**src/rtl/mem_stage_if.sv**
```systemverilog
// EX->MEM, SRAM response and MEM->WB signal bundle for mem_stage.
// master = surrounding pipeline/SRAM side, slave = the MEM stage itself.
interface mem_stage_if #(
  parameter int MS2WS_LEN = 150
);
  logic                 es2ms_valid;
  logic                 ms_allowin;
  logic [MS2WS_LEN-1:0] es2ms_bus;
  logic [38:0]          es_rf_zip;
  logic [4:0]           es_ld_op;
  logic                 es_mem_req;
  logic                 data_sram_data_ok;
  logic [31:0]          data_sram_rdata;
  logic                 ws_allowin;
  logic                 ms2ws_valid;
  logic [MS2WS_LEN-1:0] ms2ws_bus;
  logic [38:0]          ms_rf_zip;

  modport master (
    output es2ms_valid, es2ms_bus, es_rf_zip, es_ld_op, es_mem_req,
    output data_sram_data_ok, data_sram_rdata, ws_allowin,
    input  ms_allowin, ms2ws_valid, ms2ws_bus, ms_rf_zip
  );

  modport slave (
    input  es2ms_valid, es2ms_bus, es_rf_zip, es_ld_op, es_mem_req,
    input  data_sram_data_ok, data_sram_rdata, ws_allowin,
    output ms_allowin, ms2ws_valid, ms2ws_bus, ms_rf_zip
  );
endinterface

```
**src/rtl/mem_stage.sv**
```systemverilog
// MEM stage: waits for the data-SRAM response, aligns/extends load data, passes the CSR/exception bus to WB.
// Optional feature macro MS_LOAD_FWD_EN: loads drive the ID bypass in their data_ok cycle.
module mem_stage #(
  parameter int MS2WS_LEN = 150,
  parameter int CANCEL_W  = 2
) (
  input  logic        clk,
  input  logic        resetn,
  input  logic        flush,
  mem_stage_if.slave  bus,
  output logic        ms_ex,
  output logic [38:0] ms_fwd_zip
);
  logic                 ms_valid;
  logic [MS2WS_LEN-1:0] bus_r;
  logic [38:0]          rf_zip_r;
  logic [4:0]           ld_op_r;
  logic                 mem_req_r;
  logic [31:0]          rdata_buf;
  logic                 rdata_buf_v;
  logic [CANCEL_W-1:0]  cancel_cnt;
  logic [CANCEL_W-1:0]  cancel_nxt;
  logic [CANCEL_W+1:0]  cancel_sum;
  logic [1:0]           cancel_inc;
  logic                 cancel_dec;
  logic                 cancel_zero;
  logic                 resp_take;
  logic                 wait_data;
  logic                 ms_ready_go;
  logic                 leave;
  logic                 is_load;
  logic                 fwd_valid;
  logic                 rf_we;
  logic [31:0]          vaddr;
  logic [31:0]          raw;
  logic [31:0]          final_wdata;
  logic [7:0]           ld_byte;
  logic [15:0]          ld_half;

  assign vaddr       = bus_r[MS2WS_LEN-1 -: 32];
  assign cancel_zero = (cancel_cnt == '0);
  assign resp_take   = bus.data_sram_data_ok & cancel_zero;
  assign wait_data   = ms_valid & mem_req_r & ~rdata_buf_v;
  assign ms_ready_go = ~wait_data | resp_take;
  assign leave       = bus.ms2ws_valid & bus.ws_allowin;
  assign rf_we       = rf_zip_r[37] & ms_valid;
  assign is_load     = |ld_op_r;

  assign bus.ms_allowin  = ~ms_valid | (ms_ready_go & bus.ws_allowin);
  assign bus.ms2ws_valid = ms_valid & ms_ready_go & ~flush;
  assign bus.ms2ws_bus   = bus_r;
  assign bus.ms_rf_zip   = {rf_zip_r[38], rf_we, rf_zip_r[36:32], final_wdata};
  assign ms_ex           = ms_valid & (|bus_r[6:0]);

  always_comb begin
    raw = rdata_buf_v ? rdata_buf : bus.data_sram_rdata;
    unique case (vaddr[1:0])
      2'd0:    ld_byte = raw[7:0];
      2'd1:    ld_byte = raw[15:8];
      2'd2:    ld_byte = raw[23:16];
      default: ld_byte = raw[31:24];
    endcase
    ld_half = vaddr[1] ? raw[31:16] : raw[15:0];
    final_wdata = rf_zip_r[31:0];
    if (ld_op_r[0])      final_wdata = {{24{ld_byte[7]}}, ld_byte};
    else if (ld_op_r[1]) final_wdata = {24'h0, ld_byte};
    else if (ld_op_r[2]) final_wdata = {{16{ld_half[15]}}, ld_half};
    else if (ld_op_r[3]) final_wdata = {16'h0, ld_half};
    else if (ld_op_r[4]) final_wdata = raw;
  end

`ifdef MS_LOAD_FWD_EN
  assign fwd_valid = rf_we & (~is_load | ms_ready_go);
`else
  assign fwd_valid = rf_we & ~is_load;
`endif
  assign ms_fwd_zip = {fwd_valid, rf_we, rf_zip_r[36:32], final_wdata};

  // Flush may orphan both the response MEM waits on and one EX has already requested,
  // so up to two increments can land in one cycle alongside a decrement.
  always_comb begin
    cancel_inc = {1'b0, flush & wait_data & ~resp_take}
               + {1'b0, flush & bus.es2ms_valid & bus.es_mem_req};
    cancel_dec = bus.data_sram_data_ok & ~cancel_zero;
    cancel_sum = {2'b00, cancel_cnt} + {{CANCEL_W{1'b0}}, cancel_inc}
               - {{(CANCEL_W+1){1'b0}}, cancel_dec};
    if (cancel_sum > {2'b00, {CANCEL_W{1'b1}}}) cancel_nxt = '1;
    else                                          cancel_nxt = cancel_sum[CANCEL_W-1:0];
  end

  always_ff @(posedge clk) begin
    if (!resetn) begin
      ms_valid    <= 1'b0;
      bus_r       <= '0;
      rf_zip_r    <= '0;
      ld_op_r     <= '0;
      mem_req_r   <= 1'b0;
      rdata_buf   <= '0;
      rdata_buf_v <= 1'b0;
      cancel_cnt  <= '0;
    end else begin
      if (flush)               ms_valid <= 1'b0;
      else if (bus.ms_allowin) ms_valid <= bus.es2ms_valid;

      if (bus.es2ms_valid && bus.ms_allowin) begin
        bus_r     <= bus.es2ms_bus;
        rf_zip_r  <= bus.es_rf_zip;
        ld_op_r   <= bus.es_ld_op;
        mem_req_r <= bus.es_mem_req;
      end

      if (flush || leave) begin
        rdata_buf_v <= 1'b0;
      end else if (wait_data && resp_take && !bus.ws_allowin) begin
        rdata_buf_v <= 1'b1;
        rdata_buf   <= bus.data_sram_rdata;
      end

      cancel_cnt <= cancel_nxt;
    end
  end
endmodule

```
**src/flat_wrapper.sv**
```systemverilog
// flat-port wrapper written by rule: the top's interface ports become plain ports
module mem_stage_flat 
#(
  parameter int MS2WS_LEN = 150,
  parameter int CANCEL_W  = 2
)
  (clk, resetn, flush, ms_ex, ms_fwd_zip, bus_es2ms_valid, bus_es2ms_bus, bus_es_rf_zip, bus_es_ld_op, bus_es_mem_req, bus_data_sram_data_ok, bus_data_sram_rdata, bus_ws_allowin, bus_ms_allowin, bus_ms2ws_valid, bus_ms2ws_bus, bus_ms_rf_zip);
  mem_stage_if #(.MS2WS_LEN(MS2WS_LEN)) bus_i ();
  input  logic clk;
  input  logic resetn;
  input  logic flush;
  output logic ms_ex;
  output logic [38:0] ms_fwd_zip;
  input wire logic [$bits(bus_i.es2ms_valid)-1:0] bus_es2ms_valid;
  input wire logic [$bits(bus_i.es2ms_bus)-1:0] bus_es2ms_bus;
  input wire logic [$bits(bus_i.es_rf_zip)-1:0] bus_es_rf_zip;
  input wire logic [$bits(bus_i.es_ld_op)-1:0] bus_es_ld_op;
  input wire logic [$bits(bus_i.es_mem_req)-1:0] bus_es_mem_req;
  input wire logic [$bits(bus_i.data_sram_data_ok)-1:0] bus_data_sram_data_ok;
  input wire logic [$bits(bus_i.data_sram_rdata)-1:0] bus_data_sram_rdata;
  input wire logic [$bits(bus_i.ws_allowin)-1:0] bus_ws_allowin;
  output wire logic [$bits(bus_i.ms_allowin)-1:0] bus_ms_allowin;
  output wire logic [$bits(bus_i.ms2ws_valid)-1:0] bus_ms2ws_valid;
  output wire logic [$bits(bus_i.ms2ws_bus)-1:0] bus_ms2ws_bus;
  output wire logic [$bits(bus_i.ms_rf_zip)-1:0] bus_ms_rf_zip;
  assign bus_i.es2ms_valid = bus_es2ms_valid;
  assign bus_i.es2ms_bus = bus_es2ms_bus;
  assign bus_i.es_rf_zip = bus_es_rf_zip;
  assign bus_i.es_ld_op = bus_es_ld_op;
  assign bus_i.es_mem_req = bus_es_mem_req;
  assign bus_i.data_sram_data_ok = bus_data_sram_data_ok;
  assign bus_i.data_sram_rdata = bus_data_sram_rdata;
  assign bus_i.ws_allowin = bus_ws_allowin;
  assign bus_ms_allowin = bus_i.ms_allowin;
  assign bus_ms2ws_valid = bus_i.ms2ws_valid;
  assign bus_ms2ws_bus = bus_i.ms2ws_bus;
  assign bus_ms_rf_zip = bus_i.ms_rf_zip;
  mem_stage #(.MS2WS_LEN(MS2WS_LEN), .CANCEL_W(CANCEL_W)) u_core (.clk(clk), .resetn(resetn), .flush(flush), .bus(bus_i), .ms_ex(ms_ex), .ms_fwd_zip(ms_fwd_zip));
endmodule
```
**config.mk**
```make
export PLATFORM = sky130hd
export DESIGN_NAME = mem_stage_flat
export DESIGN_NICKNAME = d
export VERILOG_FILES = /design/src/rtl/mem_stage_if.sv /design/src/rtl/mem_stage.sv /design/src/flat_wrapper.sv
export SDC_FILE = /design/constraint.sdc
export NUM_CORES = 1
export LEC_CHECK = 0
export BUFFER_PORTS_ARGS = -buffer_cell sky130_fd_sc_hd__buf_2
export CORE_UTILIZATION = 30
export CTS_CLUSTER_SIZE = 12
export DETAILED_ROUTE_END_ITERATION = 16
export PLACE_DENSITY = 0.64
export SYNTH_ARGS = -nofsm -noshare
export SYNTH_HDL_FRONTEND = slang
export SYNTH_SLANG_ARGS = --single-unit
```
**constraint.sdc**
```tcl
create_clock -name clk -period 3.03 [get_ports clk]
set_clock_uncertainty 0.1 [all_clocks]
set_input_delay 0.1515 -clock clk [delete_from_list [all_inputs] [get_ports clk]]
set_output_delay 0.1515 -clock clk [all_outputs]
set_load 0.005 [all_outputs]
```
=== Word level (Yosys, flattened, before mapping) ===
Cells that the tools add are included.

* Add/subtract/negate cells: 3
* Multiply operators: 0
* Div/mod/pow operators: 0
* Order comparisons: 1
* Equality and inequality tests: 2
* Shift-type cells: 0
* Muxes and demuxes: 9
* Bitwise operators: 26
* Reductions and logical operators: 12

{| class="wikitable"
|+ Operators with widths
! kind !! count
|-
| $mux W32 || 6
|-
| $pmux W8 S3 || 1
|-
| $mux W16 || 1
|-
| $and A1 B1 Y1 || 15
|-
| $not A1 Y1 || 9
|-
| $reduce_or A7 Y1 || 1
|-
| $reduce_or A5 Y1 || 1
|-
| $gt A4 B2 Y1 const B || 1
|-
| $logic_not A2 Y1 || 2
|-
| $reduce_or A2 Y1 || 2
|-
| $sub A4 B1 Y4 || 1
|-
| $add A2 B2 Y3 || 1
|-
| $logic_and A1 B1 Y1 || 3
|-
| $add A1 B1 Y2 || 1
|-
| $eq A2 B1 Y1 const B || 1
|-
| $eq A2 B2 Y1 const B || 1
|-
| $mux W2 || 1
|-
| $or A1 B1 Y1 || 2
|-
| $reduce_and A2 Y1 || 1
|-
| $logic_not A1 Y1 || 1
|-
| $logic_or A1 B1 Y1 || 1
|}

* Flip-flop bits (word level): 231
* Bits in latches: 0
* Memory bits (writable): 0
* Bits in read-only memories: 0
* Bits of input ports: 233
* Output and inout bits: 231
* Logic and storage cells: 61
* Memories kept: 0

=== Longest topological paths before layout ===
Gate-level depths: netlist (run 1).

* Depth after elaboration: 10
* Gate-level depth with buffers: 11
* Gate-level depth less buffers: 10

=== Worst setup path before layout (run 1) ===
No wires, ideal clock.

* Path kind: register -> register
* From: register u_core.rdata_buf_v
* To: register u_core.cancel_cnt[0]
* Setup time: 0.124 ns
* Arrival time: 2.024 ns
* Required time: 2.806 ns
* Path slack: 0.782 ns
* Stages on the path, launching flop included: 12
* Buffers on the path: 1
* Clock period less this slack: 2.248 ns
* Cells stage by stage: dfxtp_1 > buf_2 > nand3b_4 > nor2_1 > nand2_1 > fa_1 > ha_1 > inv_1 > ha_1 > xor2_1 > a21oi_1 > a21boi_0

* Longest elaborated chain between the ends: 9

{| class="wikitable"
|+ Ends and longest elaborated chain
! item !! RTL line !! text
|-
| from (decl) || mem_stage.sv:20 || <nowiki>logic rdata_buf_v;</nowiki>
|-
| from (signal assigned) || mem_stage.sv:99 || <nowiki>rdata_buf_v <= 1'b0;</nowiki>
|-
| from (signal assigned) || mem_stage.sv:113 || <nowiki>rdata_buf_v <= 1'b0;</nowiki>
|-
| from (signal assigned) || mem_stage.sv:115 || <nowiki>rdata_buf_v <= 1'b1;</nowiki>
|-
| $not A1 Y1 * || mem_stage.sv:43 || <nowiki>assign wait_data = ms_valid & mem_req_r & ~rdata_buf_v;</nowiki>
|-
| $and A1 B1 Y1 * || mem_stage.sv:43 ||
|-
| $and A1 B1 Y1 * (2 in a row) || mem_stage.sv:82 || <nowiki>cancel_inc = {1'b0, flush & wait_data & ~resp_take}</nowiki>
|-
| $add A1 B1 Y2 * || mem_stage.sv:83 || <nowiki>+ {1'b0, flush & bus.es2ms_valid & bus.es_mem_req};</nowiki>
|-
| $add A2 B2 Y3 * || mem_stage.sv:85 || <nowiki>cancel_sum = {2'b00, cancel_cnt} + {{CANCEL_W{1'b0}}, cancel_inc}</nowiki>
|-
| $sub A4 B1 Y4 * || mem_stage.sv:86 || <nowiki>- {{(CANCEL_W+1){1'b0}}, cancel_dec};</nowiki>
|-
| $gt A4 B2 Y1 || mem_stage.sv:87 || <nowiki>if (cancel_sum > {2'b00, {CANCEL_W{1'b1}}}) cancel_nxt = '1;</nowiki>
|-
| $mux W2 * || mem_stage.sv:87 ||
|-
| to (signal assigned) || mem_stage.sv:119 || <nowiki>cancel_cnt <= cancel_nxt;</nowiki>
|-
| to (decl) || mem_stage.sv:21 || <nowiki>logic [CANCEL_W-1:0] cancel_cnt;</nowiki>
|}

Mark *: on every way between the ends. The rest lies on a longest branch, timed or not.
A chain may end at the register's enable or synchronous reset.

=== Worst setup path in the final report (run 1) ===
* From: register u_core.rdata_buf_v
* To: output bus_ms_rf_zip[20]

* Longest elaborated chain between the ends: 6
* Elaborated cells on any way between the ends: 8
* Those cells by class: mux (8)

{| class="wikitable"
|+ Ends and longest elaborated chain
! item !! RTL line !! text
|-
| $mux W32 * || mem_stage.sv:56 || <nowiki>raw = rdata_buf_v ? rdata_buf : bus.data_sram_rdata;</nowiki>
|-
| $mux W32 || mem_stage.sv:69 || <nowiki>else if (ld_op_r[4]) final_wdata = raw;</nowiki>
|-
| $mux W32 || mem_stage.sv:68 || <nowiki>else if (ld_op_r[3]) final_wdata = {16'h0, ld_half};</nowiki>
|-
| $mux W32 || mem_stage.sv:67 || <nowiki>else if (ld_op_r[2]) final_wdata = {{16{ld_half[15]}}, ld_half};</nowiki>
|-
| $mux W32 || mem_stage.sv:66 || <nowiki>else if (ld_op_r[1]) final_wdata = {24'h0, ld_byte};</nowiki>
|-
| $mux W32 * || mem_stage.sv:65 || <nowiki>if (ld_op_r[0]) final_wdata = {{24{ld_byte[7]}}, ld_byte};</nowiki>
|-
| to (decl) || flat_wrapper.sv:25 || <nowiki>output wire logic [$bits(bus_i.ms_rf_zip)-1:0] bus_ms_rf_zip;</nowiki>
|}

Marked as above.

==> metrics.txt, run 1 <==
# TYPE chip_impl_metric gauge
chip_impl_info{name="post_synth_main_area_contributors",value="sky130_fd_sc_hd__dfxtp_1 (43%), sky130_fd_sc_hd__nand2_1 (16%), sky130_fd_sc_hd__a21boi_0 (12%)"} 1
chip_impl_metric{name="max-slew-margin-rel",unit="%"} 52.95
chip_impl_metric{name="synth.yosys.seq_area_share",unit="%"} 43.43
chip_impl_info{name="timing.critical_path.max_delay_family",value="multiplexers"} 1
chip_impl_metric{name="drive_above_1_share",unit="%"} 29.53
chip_impl_info{name="crit_type",value="reg2out"} 1
chip_impl_info{name="clockRootBuffer",value="sky130_fd_sc_hd__clkbuf_16"} 1
chip_impl_metric{name="antenna_violating_nets_post_route",unit=""} 0
chip_impl_metric{name="first_global_vias",unit=""} 11040
chip_impl_metric{name="timing.critical_path.fanout_max",unit=""} 24
chip_impl_metric{name="finalWorstPathRequiredPeriod",unit="ns"} 2.887
chip_impl_metric{name="clkSlewWorstSetupHoldPaths",unit="ns"} 0.06
chip_impl_metric{name="final.hold.worst_slack",unit="ns"} 0.05684
chip_impl_info{name="yosys.area.top_type",value="sky130_fd_sc_hd__dfxtp_1"} 1
chip_impl_metric{name="wl",unit="um"} 38200
chip_impl_metric{name="timing.fmax",unit="MHz"} 346.4
chip_impl_metric{name="detailedPlacementHpwl",unit="um"} 25170
chip_impl_metric{name="min_period_over_period",unit="%"} 95.28
chip_impl_metric{name="num_vias",unit=""} 11250
chip_impl_metric{name="design.portCount",unit=""} 464
chip_impl_info{name="start_kind",value="flop"} 1
chip_impl_metric{name="drt_wl_cell",unit="um"} 16.15
chip_impl_metric{name="finalMaxSlewViolations",unit=""} 0
chip_impl_metric{name="die_area",unit="mm^2"} 0.03625
chip_impl_metric{name="setup_viol_count_final",unit=""} 0
chip_impl_info{name="unrepaired_setup_endpoints_after_global_routing",value="false"} 1
chip_impl_metric{name="yosys.area.top_type_share",unit="%"} 43.43
chip_impl_metric{name="rows",unit=""} 68
chip_impl_info{name="critPathSlowestCell",value="sky130_fd_sc_hd__mux4_2"} 1
chip_impl_metric{name="synth_area",unit="mm^2"} 0.01065
chip_impl_metric{name="grt_max_degree",unit=""} 132
chip_impl_metric{name="initial_core_util",unit="%"} 30.68
chip_impl_metric{name="power.density_cell_area",unit="mW/mm^2"} 518.1
chip_impl_info{name="synthFlopType",value="sky130_fd_sc_hd__dfxtp_1"} 1
chip_impl_info{name="post_synth_most_frequent_cells",value="sky130_fd_sc_hd__nand2_1 (461), sky130_fd_sc_hd__dfxtp_1 (231), sky130_fd_sc_hd__a21boi_0 (167)"} 1
chip_impl_metric{name="power.static_leakage",unit="nW"} 7.228
chip_impl_metric{name="die_height",unit="um"} 190.4
chip_impl_metric{name="antenna_cells",unit=""} 0
chip_impl_metric{name="routed_via_density",unit=""} 4.755
chip_impl_metric{name="rr_worst_depth",unit=""} 9
chip_impl_metric{name="post-cts-setup-buffer-count",unit=""} 0
chip_impl_metric{name="drc_errors",unit=""} 0
chip_impl_metric{name="cts_buffer_depth",unit=""} 3
chip_impl_metric{name="numCtsBuffers",unit=""} 28
chip_impl_metric{name="total_grt_overflow",unit=""} 0
chip_impl_info{name="crit_path_cell_trace",value="buf_4 > mux4_2 > mux2_2 > nand2_4 > o21ai_0 > buf_2"} 1
chip_impl_metric{name="postSynthRegisterBits",unit=""} 231
chip_impl_metric{name="cts.sinks",unit=""} 231
chip_impl_metric{name="io_buffer_count",unit=""} 463
chip_impl_metric{name="groute.usage.overall",unit="%"} 20.06
chip_impl_metric{name="worst-path-buf-inv",unit=""} 2
chip_impl_metric{name="delay_contributed_by_the_slowest_stage_of_the_critical_path",unit="ns"} 0.56
chip_impl_info{name="run_status",value="completed"} 1
chip_impl_metric{name="post_route_setup_tns",unit="ns"} 0
chip_impl_metric{name="finish.net_count",unit=""} 2127
chip_impl_metric{name="drt_first_pass_iters",unit=""} 5
chip_impl_metric{name="cap_viol_max_count",unit=""} 0
chip_impl_metric{name="synth_enable_flop_cells",unit=""} 0
chip_impl_metric{name="synth.distinct_cells",unit=""} 41
chip_impl_metric{name="grt_first_pass_wirelength",unit="um"} 58080
chip_impl_metric{name="mappedNetlistNets",unit=""} 1530
chip_impl_metric{name="hold_viol",unit=""} 0
chip_impl_metric{name="area_delta_synth_final",unit="%"} 52.58
chip_impl_metric{name="ir_worst_vdd",unit="mV"} 0.4557
chip_impl_metric{name="tightest_slew",unit="ns"} 0.7057
chip_impl_metric{name="yosysWarnings",unit=""} 0
chip_impl_metric{name="min_path_cells",unit=""} 2
chip_impl_info{name="yosysMostFrequentCell",value="sky130_fd_sc_hd__nand2_1"} 1
chip_impl_metric{name="cp_num_cells",unit=""} 6
chip_impl_metric{name="chipWidth",unit="um"} 190.4
chip_impl_metric{name="grt_antenna_before_repair",unit=""} 0
chip_impl_info{name="worstHoldPathType",value="in2reg"} 1
chip_impl_metric{name="synthArstFlopShare",unit="%"} 0
chip_impl_metric{name="place_congestion",unit=""} 0.8907
chip_impl_metric{name="synthCells",unit=""} 1292
chip_impl_metric{name="design.core.area",unit="mm^2"} 0.03471
chip_impl_info{name="clock_tree_from_tritoncts",value="built"} 1
chip_impl_metric{name="critical_path_arrival",unit="ns"} 2.64
chip_impl_metric{name="worst_skew_pair.late_latency",unit="ns"} 0.54
chip_impl_info{name="setup.worst_path.end_class",value="output port"} 1
chip_impl_metric{name="worst-endpoint-required",unit="ns"} 2.78
chip_impl_metric{name="synth.avg_cell_area",unit="um^2"} 8.242
chip_impl_metric{name="drt_first_iter_violations",unit=""} 536
chip_impl_metric{name="number_of_h_tree_levels",unit=""} 1
## where the power goes
part / internal, mW / leakage [nW] / switching [mW] / total (mW)
sequential: 3.21 / 1.90 / 0.109 / 3.32
clock: 2.23 / 0.494 / 1.35 / 3.58
combinational: 0.761 / 4.84 / 0.754 / 1.51
## final cells by class
cell class                 instances  area (um^2)
fill                            3258        18470
multi-input combinational        908         5165
timing repair buffer             715         4871
sequential                       231         4627
clock buffer                      38        819.5
tap                              455        569.3
clock inverter                    13        177.7
inverter                           5        18.77
## state kept, by name, indices dropped and copies added (netlist names)
| name | count |
|---|---|
| u_core.bus.ms2ws_bus | 150 |
| u_core.cancel_cnt | 2 |
| u_core.ld_op_r | 5 |
| u_core.mem_req_r | 1 |
| u_core.ms_valid | 1 |
| u_core.rdata_buf | 32 |
| u_core.rdata_buf_v | 1 |
| u_core.rf_zip_r | 39 |
## placed cells by master (no fill, tap or decap), types with 2 or more instances in the layout
cell type | Yosys | layout
sky130_fd_sc_hd__a211oi_1 | 9 | 9
sky130_fd_sc_hd__buf_4 | 60 | 14
sky130_fd_sc_hd__buf_12 | 0 | 6
sky130_fd_sc_hd__nor2_1 | 36 | 36
sky130_fd_sc_hd__nand3_1 | 2 | 2
sky130_fd_sc_hd__nand2_2 | 4 | 3
sky130_fd_sc_hd__a21boi_0 | 167 | 167
sky130_fd_sc_hd__nand2_1 | 461 | 461
sky130_fd_sc_hd__ha_1 | 4 | 4
sky130_fd_sc_hd__mux2i_1 | 32 | 32
sky130_fd_sc_hd__dlygate4sd3_1 | 0 | 232
sky130_fd_sc_hd__buf_2 | 39 | 462
sky130_fd_sc_hd__nor3_1 | 2 | 2
sky130_fd_sc_hd__bufinv_16 | 0 | 4
sky130_fd_sc_hd__clkinv_2 | 0 | 6
sky130_fd_sc_hd__clkbuf_1 | 44 | 3
sky130_fd_sc_hd__a21boi_1 | 62 | 62
sky130_fd_sc_hd__clkbuf_8 | 0 | 6
sky130_fd_sc_hd__o21ai_0 | 32 | 31
sky130_fd_sc_hd__dfxtp_1 | 231 | 229
sky130_fd_sc_hd__clkbuf_16 | 0 | 29
sky130_fd_sc_hd__a32oi_1 | 7 | 7
sky130_fd_sc_hd__a21oi_1 | 52 | 52
sky130_fd_sc_hd__mux4_2 | 16 | 16
sky130_fd_sc_hd__inv_1 | 5 | 5
sky130_fd_sc_hd__dfxtp_2 | 0 | 2
## routing by layer
layer / track usage [%] / wire length, um
met1: 22.67 / 14930
met2: 36.91 / 19510
met3: 3.533 / 2427
met4: 8.092 / 1331
met5: 0 / 0
## what timing repair did
action,4_1_cts,5_1_grt
hold buffers,232,0
cloned,0,0
endpoints found under the hold margin,230,0
gates resized for setup,1,2
endpoints found under the setup margin,4,4
## stage by stage
stage	util [%]	instance area, um^2	std cells	total power, mW	worst slack, ns
CTS	46.80	16250	2365	8.485	0.05673
detailed placement	37.23	12920	2082	4.639	0.4957
global placement	37.23	12920	2082	4.612	0.5906
global route	46.81	16250	2365	8.800	0.03946
floorplan	-	10650	1292	4.112	0.7815
finish	46.81	16250	2365	8.418	0.1430
## logic make-up (layout without fill, tap and decap cells)
family | count (synthesis) | in the layout | share of synthesized area (%)
AND/OR/NAND/NOR | 519 | 519 | 19.27
AO/OA/AOI/OAI | 334 | 334 | 21.75
flip-flops | 231 | 231 | 43.43
buffers and inverters | 153 | 771 | 8.319
multiplexers | 49 | 49 | 6.498
adder cells (fa/ha/maj) | 5 | 5 | 0.6580
XOR/XNOR | 1 | 1 | 0.08226
## final timing paths
| check | end | from | slack, ns |
|---|---|---|---|
| hold / removal | u_core.rdata_buf[21] | resetn | 0.06 |
| setup reg to reg | u_core.cancel_cnt[0] | u_core.cancel_cnt[0] | 0.56 |
| setup / recovery | bus_ms_rf_zip[20] | u_core.rdata_buf_v | 0.14 |
| hold reg to reg | u_core.bus.ms2ws_bus[117] | u_core.bus.ms2ws_bus[117] | 0.35 |
(Power assumes the default switching activity.)
==> inputs of run 2 (changes only) <==
--- a/config.mk
+++ b/config.mk
@@ -6,10 +6,12 @@
 export NUM_CORES = 1
 export LEC_CHECK = 0
 export BUFFER_PORTS_ARGS = -buffer_cell sky130_fd_sc_hd__buf_2
-export CORE_UTILIZATION = 30
+export CELL_PAD_IN_SITES_DETAIL_PLACEMENT = 1
+export CELL_PAD_IN_SITES_GLOBAL_PLACEMENT = 2
+export CORE_UTILIZATION = 26
 export CTS_CLUSTER_SIZE = 12
 export DETAILED_ROUTE_END_ITERATION = 16
-export PLACE_DENSITY = 0.64
+export PLACE_DENSITY = 0.89
 export SYNTH_ARGS = -nofsm -noshare
 export SYNTH_HDL_FRONTEND = slang
 export SYNTH_SLANG_ARGS = --single-unit
==> run 2 against run 1 <==
Effect of this change: routed wire length increased by 20%; critical path depth unchanged; total power is 0.82% higher; die area grew 15%; combinational power is 5% higher; setup slack improved by 0.10 ns; core utilization down 5.9 points; final cell count up 3.4%; critical path type unchanged.
==> metrics.txt, run 2 (same netlist as run 1, synthesis figures left out) <==
# TYPE chip_impl_metric gauge
chip_impl_metric{name="dp_slack",unit="ns"} 0.4970
chip_impl_metric{name="die_area",unit="mm^2"} 0.04177
chip_impl_metric{name="design.portCount",unit=""} 464
chip_impl_metric{name="die_height",unit="um"} 204.4
chip_impl_metric{name="place_congestion",unit=""} 0.8146
chip_impl_metric{name="cts_buffer_depth",unit=""} 3
chip_impl_metric{name="num_vias",unit=""} 11550
chip_impl_metric{name="delay_contributed_by_the_slowest_stage_of_the_critical_path",unit="ns"} 0.43
chip_impl_metric{name="cp_num_cells",unit=""} 6
chip_impl_metric{name="min_path_cells",unit=""} 2
chip_impl_metric{name="tightest_slew",unit="ns"} 0.7679
chip_impl_metric{name="hold_viol",unit=""} 0
chip_impl_metric{name="drive_above_1_share",unit="%"} 29.76
chip_impl_metric{name="antenna_violating_nets_post_route",unit=""} 0
chip_impl_metric{name="filler_cell_count",unit=""} 4787
chip_impl_info{name="worstSetupStartpoint",value="u_core.rdata_buf_v"} 1
chip_impl_metric{name="setup_viol_count_final",unit=""} 0
chip_impl_info{name="start_kind",value="flop"} 1
chip_impl_metric{name="numCtsBuffers",unit=""} 29
chip_impl_metric{name="worst-path-buf-inv",unit=""} 2
chip_impl_metric{name="post_route_setup_tns",unit="ns"} 0
chip_impl_metric{name="critical_path_arrival",unit="ns"} 2.53
chip_impl_metric{name="total_grt_overflow",unit=""} 0
chip_impl_metric{name="post-cts-setup-buffer-count",unit=""} 0
chip_impl_metric{name="largest_reg_flops",unit=""} 150
chip_impl_metric{name="initial_core_util",unit="%"} 26.56
chip_impl_info{name="crit_type",value="reg2out"} 1
chip_impl_metric{name="timing.critical_path.fanout_max",unit=""} 24
chip_impl_metric{name="groute.usage.overall",unit="%"} 21.38
chip_impl_info{name="clockRootBuffer",value="sky130_fd_sc_hd__clkbuf_16"} 1
chip_impl_metric{name="area_delta_synth_final",unit="%"} 53.94
chip_impl_info{name="clock_tree_from_tritoncts",value="built"} 1
chip_impl_metric{name="worst_skew_pair.late_latency",unit="ns"} 0.56
chip_impl_metric{name="regToRegSetupSlack",unit="ns"} 0.53
chip_impl_info{name="mostFrequentLayoutCell",value="sky130_fd_sc_hd__buf_2"} 1
chip_impl_metric{name="first_global_vias",unit=""} 12680
chip_impl_metric{name="drt_first_iter_violations",unit=""} 468
chip_impl_metric{name="clkSlewWorstSetupHoldPaths",unit="ns"} 0.06
chip_impl_metric{name="drt_first_pass_iters",unit=""} 7
chip_impl_metric{name="fin_ws",unit="ns"} 0.2454
chip_impl_metric{name="timing.fmax",unit="MHz"} 359.1
chip_impl_info{name="crit-reg2reg-launch",value="u_core.cancel_cnt[1]"} 1
chip_impl_metric{name="power.density_cell_area",unit="mW/mm^2"} 517.7
chip_impl_metric{name="grt_first_pass_wirelength",unit="um"} 70660
chip_impl_metric{name="finalMaxSlewViolations",unit=""} 0
chip_impl_info{name="setup.worst_path.end_class",value="output port"} 1
chip_impl_metric{name="grt_antenna_before_repair",unit=""} 3
chip_impl_metric{name="routed_via_density",unit=""} 4.722
chip_impl_metric{name="detailedPlacementHpwl",unit="um"} 29390
chip_impl_info{name="critPathSlowestCell",value="sky130_fd_sc_hd__dfxtp_2"} 1
chip_impl_metric{name="min_period_over_period",unit="%"} 91.90
chip_impl_metric{name="chipWidth",unit="um"} 204.4
chip_impl_metric{name="power.static_leakage",unit="nW"} 7.264
chip_impl_info{name="worstHoldPathType",value="in2reg"} 1
chip_impl_metric{name="worst-endpoint-required",unit="ns"} 2.78
chip_impl_info{name="crit_path_cell_trace",value="buf_4 > mux4_2 > mux2_2 > nand2_4 > o21ai_0 > buf_2"} 1
chip_impl_metric{name="max-slew-margin-rel",unit="%"} 48.80
chip_impl_metric{name="design.core.area",unit="mm^2"} 0.04010
chip_impl_metric{name="cts.sinks",unit=""} 231
chip_impl_metric{name="rr_worst_depth",unit=""} 9
chip_impl_metric{name="wl",unit="um"} 45970
chip_impl_metric{name="io_buffer_count",unit=""} 463
chip_impl_info{name="run_status",value="completed"} 1
chip_impl_info{name="worstSetupEndpoint",value="ms_fwd_zip[14]"} 1
chip_impl_metric{name="rows",unit=""} 73
chip_impl_info{name="rr_endpoint",value="u_core.cancel_cnt[0]"} 1
chip_impl_info{name="unrepaired_setup_endpoints_after_global_routing",value="false"} 1
chip_impl_metric{name="grt_max_degree",unit=""} 104
chip_impl_metric{name="finalWorstPathRequiredPeriod",unit="ns"} 2.785
chip_impl_metric{name="drt_wl_cell",unit="um"} 18.79
chip_impl_metric{name="cap_viol_max_count",unit=""} 0
chip_impl_info{name="timing.critical_path.max_delay_family",value="multiplexers"} 1
chip_impl_metric{name="number_of_h_tree_levels",unit=""} 1
chip_impl_metric{name="finish.net_count",unit=""} 2135
chip_impl_metric{name="ir_worst_vdd",unit="mV"} 0.3823
chip_impl_metric{name="drc_errors",unit=""} 0
chip_impl_info{name="layout.cells.most_common_list",value="sky130_fd_sc_hd__buf_2 (462), sky130_fd_sc_hd__nand2_1 (461), sky130_fd_sc_hd__dlygate4sd3_1 (232)"} 1
## run 2: cell count changes in the layout (fill, tap and decap cells not counted), sizes merged
cell / delta
buf: +7
clkinv: +2
diode: +2
bufinv: -1
inv: +1
## run 2: area by class of cell
class                      instances  area [um^2]  share of cell area [%]
tap                              525        656.9                   4.007
antenna                            2        5.005                 0.03053
sequential                       231         4627                   28.22
clock inverter                    15        163.9                  0.9998
timing repair buffer             722         4949                   30.19
inverter                           5        18.77                  0.1145
multi-input combinational        908         5164                   31.50
clock buffer                      38        809.5                   4.938
## run 2: worst register-to-register path, delay by kind of cell (launching register included)
kind | cells | cell delay [ns]
AO/OA/AOI/OAI | 2 | 0.25
XOR/XNOR | 1 | 0.17
adder cells (fa/ha/maj) | 3 | 0.87
flip-flops | 1 | 0.36
AND/OR/NAND/NOR | 3 | 0.65
## run 2: worst min-delay path by stage
stage	from	endpoint
finish	resetn	u_core.rf_zip_r[4]
global route	resetn	u_core.rdata_buf[27]
CTS	resetn	u_core.rf_zip_r[4]
detailed placement	bus_es2ms_bus[126]	u_core.bus.ms2ws_bus[126]
global placement	bus_es2ms_bus[141]	u_core.bus.ms2ws_bus[141]
floorplan	bus_ws_allowin	u_core.rdata_buf_v
## run 2: through the flow
step | utilization (%) | instances | instance area [um^2] | hold WS (ns) | power (mW)
2_1_floorplan | - | 1292 | 10650 | 0.1510 | 4.112
3_3_place_gp | 32.64 | 2159 | 13090 | 0.2904 | 4.655
3_5_place_dp | 32.64 | 2159 | 13090 | 0.2974 | 4.703
4_1_cts | 40.86 | 2444 | 16380 | 0.02885 | 8.559
5_1_grt | 40.88 | 2446 | 16390 | 0.05112 | 8.884
6_report | 40.88 | 2446 | 16390 | 0.02456 | 8.487
## run 2: where the power goes
part           switching, mW  internal, mW  total, mW  leakage [nW]
Combinational          0.812         0.777       1.59          4.88
Sequential             0.119          3.21       3.33          1.90
Clock                   1.44          2.13       3.57         0.485
## run 2: layer usage
metal | part of all wire, % | global-route usage [%]
met5 | 0.022 | 0
met4 | 4.1 | 9.728
met3 | 6.3 | 4.592
met2 | 51 | 39.21
met1 | 39 | 23.32
## run 2: repair_timing
action                                  4_1_cts  5_1_grt
resized for setup                             0        1
hold endpoints to repair                    230        0
hold buffers                                232        0
endpoints found under the setup margin        0       24
